### config.mk
export PLATFORM = sky130hd
export DESIGN_NAME = sa_core_seq
export DESIGN_NICKNAME = d
export VERILOG_FILES = /design/src/rtl/sa_pkg.sv /design/src/rtl/sa_op_counter.sv /design/src/rtl/sa_core_seq.sv
export SDC_FILE = /design/constraint.sdc
export NUM_CORES = 1
export LEC_CHECK = 0
export BUFFER_PORTS_ARGS = -buffer_cell sky130_fd_sc_hd__buf_2
export CAP_MARGIN = 0
export CORE_ASPECT_RATIO = 1.1
export CORE_UTILIZATION = 40
export CTS_BUF_LIST = sky130_fd_sc_hd__clkbuf_4
export DETAILED_ROUTE_END_ITERATION = 8
export HOLD_SLACK_MARGIN = 0.05
export SLEW_MARGIN = 10
export SYNTH_ARGS = -nofsm -noshare
export SYNTH_HDL_FRONTEND = slang
export SYNTH_SLANG_ARGS = --single-unit
### constraint.sdc
create_clock -name clk -period 6.5 [get_ports clk]
set_input_delay 0.325 -clock clk [delete_from_list [all_inputs] [get_ports clk]]
set_output_delay 0.325 -clock clk [all_outputs]
set_load 0.005 [all_outputs]
### src/rtl/sa_pkg.sv
// sa_pkg: shared definitions for the systolic-array tile sequencer.
//   sa_state_e  : sequencer state encoding (IDLE, RUN, DRAIN, CAPT, DONE)
//   KW, TW, DW  : counter widths for the default array configuration
//   drain_len() : number of zero-fed fire cycles needed to flush the skew
package sa_pkg;

    typedef enum logic [2:0] {
        IDLE  = 3'd0,
        RUN   = 3'd1,
        DRAIN = 3'd2,
        CAPT  = 3'd3,
        DONE  = 3'd4
    } sa_state_e;

    localparam int SA_ROWS     = 8;
    localparam int SA_COLS     = 8;
    localparam int SA_MAXK     = 256;
    localparam int SA_MAXTILES = 1024;
    localparam int SA_PE_LAT   = 1;

    localparam int KW = $clog2(SA_MAXK + 1);
    localparam int TW = $clog2(SA_MAXTILES + 1);
    localparam int DW = $clog2(SA_ROWS + SA_COLS + SA_PE_LAT);

    // Skew across the array plus the PE pipeline depth.
    function automatic int drain_len(input int rows, input int cols, input int pe_lat);
        return rows + cols - 2 + pe_lat;
    endfunction

endpackage

### src/rtl/sa_op_counter.sv
// sa_op_counter: loadable up-counter with enable and terminal compare.
//   clk, rstn : clock, async active-low reset
//   load      : load load_val (priority over en)
//   en        : increment by one
//   cmp       : terminal compare value
//   term      : count equals cmp
//   at_zero   : count equals zero
module sa_op_counter
    import sa_pkg::*;
#(
    parameter int W = 8
) (
    input  logic         clk,
    input  logic         rstn,
    input  logic         load,
    input  logic [W-1:0] load_val,
    input  logic         en,
    input  logic [W-1:0] cmp,
    output logic         term,
    output logic         at_zero
);

    logic [W-1:0] cnt_r;

    // Count register; load wins over enable.
    always_ff @(posedge clk or negedge rstn) begin
        if (!rstn) begin
            cnt_r <= {W{1'b0}};
        end else if (load) begin
            cnt_r <= load_val;
        end else if (en) begin
            cnt_r <= cnt_r + W'(1);
        end else begin
            cnt_r <= cnt_r;
        end
    end

    assign term    = (cnt_r == cmp);
    assign at_zero = (cnt_r == {W{1'b0}});

endmodule

### src/rtl/sa_core_seq.sv
// sa_core_seq: tile sequencer for a ROWS x COLS output-stationary systolic array.
//   start/cfg_k/cfg_tiles : run request and its configuration
//   a_empty/w_empty       : per-lane input FIFO empty flags
//   out_full              : per-column output controllers cannot accept a capture
//   rd_en                 : pop all input FIFOs (combinational)
//   fire/zero_in/acc_clr  : PE array step, zero edge inputs, load instead of accumulate
//   capture               : column controllers latch the PE results
//   busy/done/err         : run status, end-of-run pulse, illegal-start pulse
//   stall_cnt             : saturating count of RUN cycles without a pop
module sa_core_seq
    import sa_pkg::*;
#(
    parameter int ROWS     = SA_ROWS,
    parameter int COLS     = SA_COLS,
    parameter int MAXK     = SA_MAXK,
    parameter int MAXTILES = SA_MAXTILES,
    parameter int PE_LAT   = SA_PE_LAT
) (
    input  logic                            clk,
    input  logic                            rstn,
    input  logic                            start,
    input  logic [$clog2(MAXK+1)-1:0]       cfg_k,
    input  logic [$clog2(MAXTILES+1)-1:0]   cfg_tiles,
    input  logic [ROWS-1:0]                 a_empty,
    input  logic [COLS-1:0]                 w_empty,
    input  logic [COLS-1:0]                 out_full,
    output logic                            rd_en,
    output logic                            fire,
    output logic                            zero_in,
    output logic                            acc_clr,
    output logic                            capture,
    output logic                            busy,
    output logic                            done,
    output logic                            err,
    output logic [31:0]                     stall_cnt
);

    localparam int CKW   = $clog2(MAXK + 1);
    localparam int CTW   = $clog2(MAXTILES + 1);
    localparam int CDW   = $clog2(ROWS + COLS + PE_LAT);
    localparam int D_LEN = drain_len(ROWS, COLS, PE_LAT);

    localparam logic [CKW-1:0] K_MAX  = CKW'(MAXK);
    localparam logic [CTW-1:0] T_MAX  = CTW'(MAXTILES);
    localparam logic [CKW-1:0] K_ONE  = CKW'(1);
    localparam logic [CTW-1:0] T_ONE  = CTW'(1);
    localparam logic [CDW-1:0] D_LAST = CDW'(D_LEN - 1);

    sa_state_e      state_r, next_state_s;
    logic [CKW-1:0] k_r;
    logic [CTW-1:0] tiles_r;
    logic [31:0]    stall_r;
    logic           fire_r, zero_in_r, acc_clr_r, capture_r, busy_r, done_r, err_r;

    logic cfg_ok_s, start_ok_s, rd_en_s, cap_s, err_s;
    logic beat_load_s, drain_load_s;
    logic beat_term_s, beat_zero_s, drain_term_s, tile_term_s;
    logic drain_zero_s, tile_zero_s;

    // Start qualification, pop decision and next-state selection.
    always_comb begin
        cfg_ok_s     = (cfg_k != {CKW{1'b0}}) && (cfg_k <= K_MAX) &&
                       (cfg_tiles != {CTW{1'b0}}) && (cfg_tiles <= T_MAX);
        start_ok_s   = start && (state_r == IDLE) && cfg_ok_s;
        rd_en_s      = (state_r == RUN) && !(|a_empty) && !(|w_empty);
        cap_s        = (state_r == CAPT) && !(|out_full);
        // A start in DONE is silently dropped; any other start while active is an error.
        err_s        = start && (((state_r == IDLE) && !cfg_ok_s) ||
                                 (state_r == RUN) || (state_r == DRAIN) || (state_r == CAPT));
        beat_load_s  = start_ok_s || (cap_s && !tile_term_s);
        drain_load_s = rd_en_s && beat_term_s;
        next_state_s = state_r;
        case (state_r)
            IDLE: begin
                if (start_ok_s) next_state_s = RUN;
                else            next_state_s = IDLE;
            end
            RUN: begin
                if (rd_en_s && beat_term_s) next_state_s = DRAIN;
                else                        next_state_s = RUN;
            end
            DRAIN: begin
                if (drain_term_s) next_state_s = CAPT;
                else              next_state_s = DRAIN;
            end
            CAPT: begin
                if (cap_s && tile_term_s) next_state_s = DONE;
                else if (cap_s)           next_state_s = RUN;
                else                      next_state_s = CAPT;
            end
            DONE:    next_state_s = IDLE;
            default: next_state_s = IDLE;
        endcase
    end

    sa_op_counter #(.W(CKW)) u_beat (
        .clk(clk), .rstn(rstn), .load(beat_load_s), .load_val({CKW{1'b0}}),
        .en(rd_en_s), .cmp(k_r - K_ONE), .term(beat_term_s), .at_zero(beat_zero_s)
    );

    sa_op_counter #(.W(CDW)) u_drain (
        .clk(clk), .rstn(rstn), .load(drain_load_s), .load_val({CDW{1'b0}}),
        .en(state_r == DRAIN), .cmp(D_LAST), .term(drain_term_s), .at_zero(drain_zero_s)
    );

    sa_op_counter #(.W(CTW)) u_tile (
        .clk(clk), .rstn(rstn), .load(start_ok_s), .load_val({CTW{1'b0}}),
        .en(cap_s), .cmp(tiles_r - T_ONE), .term(tile_term_s), .at_zero(tile_zero_s)
    );

    // State register.
    always_ff @(posedge clk or negedge rstn) begin
        if (!rstn) state_r <= IDLE;
        else       state_r <= next_state_s;
    end

    // Run configuration, captured only on an accepted start.
    always_ff @(posedge clk or negedge rstn) begin
        if (!rstn) begin
            k_r     <= {CKW{1'b0}};
            tiles_r <= {CTW{1'b0}};
        end else if (start_ok_s) begin
            k_r     <= cfg_k;
            tiles_r <= cfg_tiles;
        end else begin
            k_r     <= k_r;
            tiles_r <= tiles_r;
        end
    end

    // Saturating stall counter, cleared by each accepted start.
    always_ff @(posedge clk or negedge rstn) begin
        if (!rstn) begin
            stall_r <= 32'd0;
        end else if (start_ok_s) begin
            stall_r <= 32'd0;
        end else if ((state_r == RUN) && !rd_en_s && (stall_r != 32'hFFFF_FFFF)) begin
            stall_r <= stall_r + 32'd1;
        end else begin
            stall_r <= stall_r;
        end
    end

    // Array controls trail the pop by one cycle to match the FIFO read latency.
    always_ff @(posedge clk or negedge rstn) begin
        if (!rstn) begin
            fire_r    <= 1'b0;
            zero_in_r <= 1'b0;
            acc_clr_r <= 1'b0;
            capture_r <= 1'b0;
            busy_r    <= 1'b0;
            done_r    <= 1'b0;
            err_r     <= 1'b0;
        end else begin
            fire_r    <= rd_en_s || (state_r == DRAIN);
            zero_in_r <= (state_r == DRAIN);
            acc_clr_r <= rd_en_s && beat_zero_s;
            capture_r <= cap_s;
            busy_r    <= (next_state_s != IDLE);
            done_r    <= (state_r == DONE);
            err_r     <= err_s;
        end
    end

    assign rd_en     = rd_en_s;
    assign fire      = fire_r;
    assign zero_in   = zero_in_r;
    assign acc_clr   = acc_clr_r;
    assign capture   = capture_r;
    assign busy      = busy_r;
    assign done      = done_r;
    assign err       = err_r;
    assign stall_cnt = stall_r;

endmodule

==> results.json <==
{
  "htreeDepth": 3,
  "worst_slew_pin_slew_ps": 802,
  "drtAntennaViolNets": 0,
  "place_area_um2": 5590,
  "cts_post_setup_buffers_inserted": 0,
  "wirelength_um": 11100,
  "drtIter0Drc": 240,
  "path_cells": "nor2_1, and4b_2, buf_4, mux2_2",
  "holdWs_ps": 101,
  "postSynthAreaPerCell_um2": 10.1,
  "maxSlewHeadroom_pct": 46.6,
  "antenna_found_initial": 1,
  "synthMostInstantiatedCell": "dfrtp_1",
  "multi_input_area_um2": 2720,
  "cts_tree": "done",
  "hold_class": "in -> reg",
  "powerDensity_nw_per_um2": 240,
  "vias": 3975,
  "io_pins": 87,
  "finalHoldViolations": 0,
  "path_delay_family": "simple AND/OR/NAND/NOR gates",
  "synthArstFlopShare_pct": 100,
  "grt_pass1_wl_um": 19100,
  "core-area_um2": 12100,
  "clk_path_buf_depth": 2,
  "critPathKind": "reg -> reg",
  "p_switching_uw": 468,
  "clock_latency_ps": 440,
  "fin_worst_skew_ps": 17.8,
  "wl_met1_um": 5110,
  "synth_seq_area_share_pct": 43.2,
  "top_layer_used": "met4",
  "design_area_um2": 5730,
  "r2r_end": "tiles_r[10]",
  "fin_crit_sh_pct": 39.7,
  "fill_cells": 1144,
  "dieHeight_um": 120,
  "synth-main-ff-cell": "dfrtp_1",
  "die_area_um2": 13100,
  "pwr-share-seq_pct": 52.1,
  "drt_first_pass_iters": 4,
  "comb_power_share_pct": 26.0,
  "port_buffers": 86,
  "crit_required_ps": 6830,
  "initial_utilization_pct": 41.5,
  "r2r_start": "state_r[0]",
  "drv_cap": 0,
  "place_congestion": 0.781,
  "synth_cell_types": 71,
  "finalSetupViolations": 0,
  "worst_setup_path_end_kind": "flop",
  "rr_worst_depth": 4,
  "grt_pass1_vias": 4025,
  "dr_wl_met2_um": 5480,
  "cts.sinks": 87,
  "r2r_slack_ps": 3920,
  "rows": 42,
  "power.internal_uw": 907,
  "syn_to_final_growth_pct": 13.7,
  "synth_top_area_share_pct": 43.2,
  "vias_per_cell": 5.37,
  "fmax_mhz": 387,
  "wl_per_cell_um": 15.1,
  "path_clk_slew_ps": 140,
  "netSwitchingFraction_pct": 34.0,
  "yosysTopAreaCell": "dfrtp_1",
  "setup-tns-final_ps": 0,
  "critPathArrivalTime_ps": 2920,
  "synthTopCellsByArea": "dfrtp_1, xor2_1, xnor2_1",
  "grt_start_max_net_pins": 65,
  "power_mw": 1.38,
  "fin_crit_ps": 2580,
  "syn_inst": 500,
  "final_max_slew_viol_count": 0,
  "hold_depth": 3,
  "drc": 0,
  "syn_area_um2": 5040,
  "slowest_stage": "and4b_2",
  "crit_path_max_fanout": 45,
  "p_leak_nw": 2.68,
  "cts_made_buffers": 9,
  "hold_end": "tiles_r[0]",
  "peakVddDrop_uv": 132,
  "p_clk_share_pct": 21.8,
  "slowest_delay_ps": 780,
  "drive_above_1_share_pct": 23.8,
  "yosysWarningCount": 0,
  "dp.final_hpwl_um": 8240,
  "die_w_um": 109,
  "timing.critical_path.buf_inv": 1,
  "final_nets": 635,
  "track_usage_pct": 18.6,
  "regArea_um2": 2180,
  "yosys-top-cells-count": "dfrtp_1, nor2_1, xor2_1, xnor2_1, nand2_1",
  "synth_edf_count": 0,
  "worstSetupPathDepth": 4,
  "min-delay-start": "cfg_tiles[0]",
  "post_cts_resized": 0,
  "grt_overflow": 0,
  "synth_seq_cells": 87,
  "rsz0062_at_grt": "no",
  "cp-start-kind": "flop",
  "root_buffer": "clkbuf_4",
  "dr_wl_met3_um": 358,
  "syn_nets": 555,
  "status": "finished clean"
}
metrics by stage:
step                util, %  worst slack, ps  instances
global placement       46.1             3490        722
floorplan                 -             4360        500
CTS                    47.2             3870        739
global route           47.2             3690        740
detailed placement     46.1             3460        722
finish                 47.2             3920        740
sequential cells by signal, summed over array words and instances (netlist names), 3 cells and up:
| signal | count |
|---|---|
| u_tile.cnt_r | 11 |
| k_r | 9 |
| u_drain.cnt_r | 5 |
| stall_cnt | 32 |
| tiles_r | 11 |
| u_beat.cnt_r | 9 |
| state_r | 3 |
per-layer routing:
metal	global-route usage, %	vias to the layer above
met5	0	-
met3	2.99	16
met4	7.77	0
met2	30.0	73
met1	24.7	1941
li1	-	1945
repair_timing:
item,4_1_cts,5_1_grt
hold buffers,1,0
endpoints found under the setup margin,0,0
hold endpoints to repair,23,0
power by group through the flow:
stage,Sequential [mW],Combinational [mW],Clock [mW]
after floorplan,0.696,0.283,0
after global placement,0.725,0.349,0
after detailed placement,0.730,0.362,0
after CTS,0.718,0.364,0.314
after global routing,0.732,0.410,0.339
final,0.717,0.358,0.301
final cells by class:
type	instances	area share, %
multi-input cells	379	47.5
flip-flops and latches	87	38.0
repair buffers	89	7.99
well taps	154	3.36
clock buffers	10	1.31
inverters	14	0.939
clock inverters	6	0.895
diodes	1	0.0437
cell families (layout without fill, tap and decap cells):
group | Yosys count | in the layout | synth area share, %
xor+xnor | 74 | 74 | 12.9
flops | 87 | 87 | 43.2
mux | 18 | 18 | 3.97
other cells | 0 | 1 | 0
buf+inv | 34 | 119 | 2.85
compound gates | 41 | 41 | 6.16
simple gates | 238 | 238 | 29.0
fa+ha+maj | 8 | 8 | 1.99
worst register-to-register path, delay by kind of cell, from the launching register on:
kind	cells	cell delay, ps
simple gates	2	1020
buf+inv	1	570
flops	1	480
mux	1	410
worst max path at each step:
stage,from,to
after floorplan,k_r[0],state_r[0]
after global placement,cfg_k[5],tiles_r[10]
after detailed placement,cfg_k[5],tiles_r[10]
after CTS,state_r[0],tiles_r[10]
after global routing,state_r[0],tiles_r[10]
final,state_r[0],tiles_r[10]
cell usage in the layout (no fill, tap or decap), drive strengths merged, types with 2 or more instances in the layout:
| master | count |
|---|---|
| and2 | 5 |
| nor4b | 2 |
| nor3b | 4 |
| nor2 | 57 |
| a21oi | 8 |
| or3b | 3 |
| and3 | 7 |
| xor2 | 39 |
| a211oi | 3 |
| ha | 8 |
| or3 | 6 |
| buf | 88 |
| and4 | 3 |
| nand3 | 24 |
| nor4 | 21 |
| clkinv | 6 |
| clkbuf | 10 |
| nand3b | 2 |
| mux2i | 2 |
| dfrtp | 87 |
| a21o | 2 |
| nand2b | 4 |
| a31oi | 2 |
| nand4 | 23 |
| o31ai | 3 |
| nor3 | 29 |
| mux2 | 16 |
| nor2b | 2 |
| nand2 | 33 |
| o21ai | 11 |
| xnor2 | 35 |
| inv | 13 |
| or4b | 3 |
| or4 | 5 |
Power figures use the tool's default switching activity.
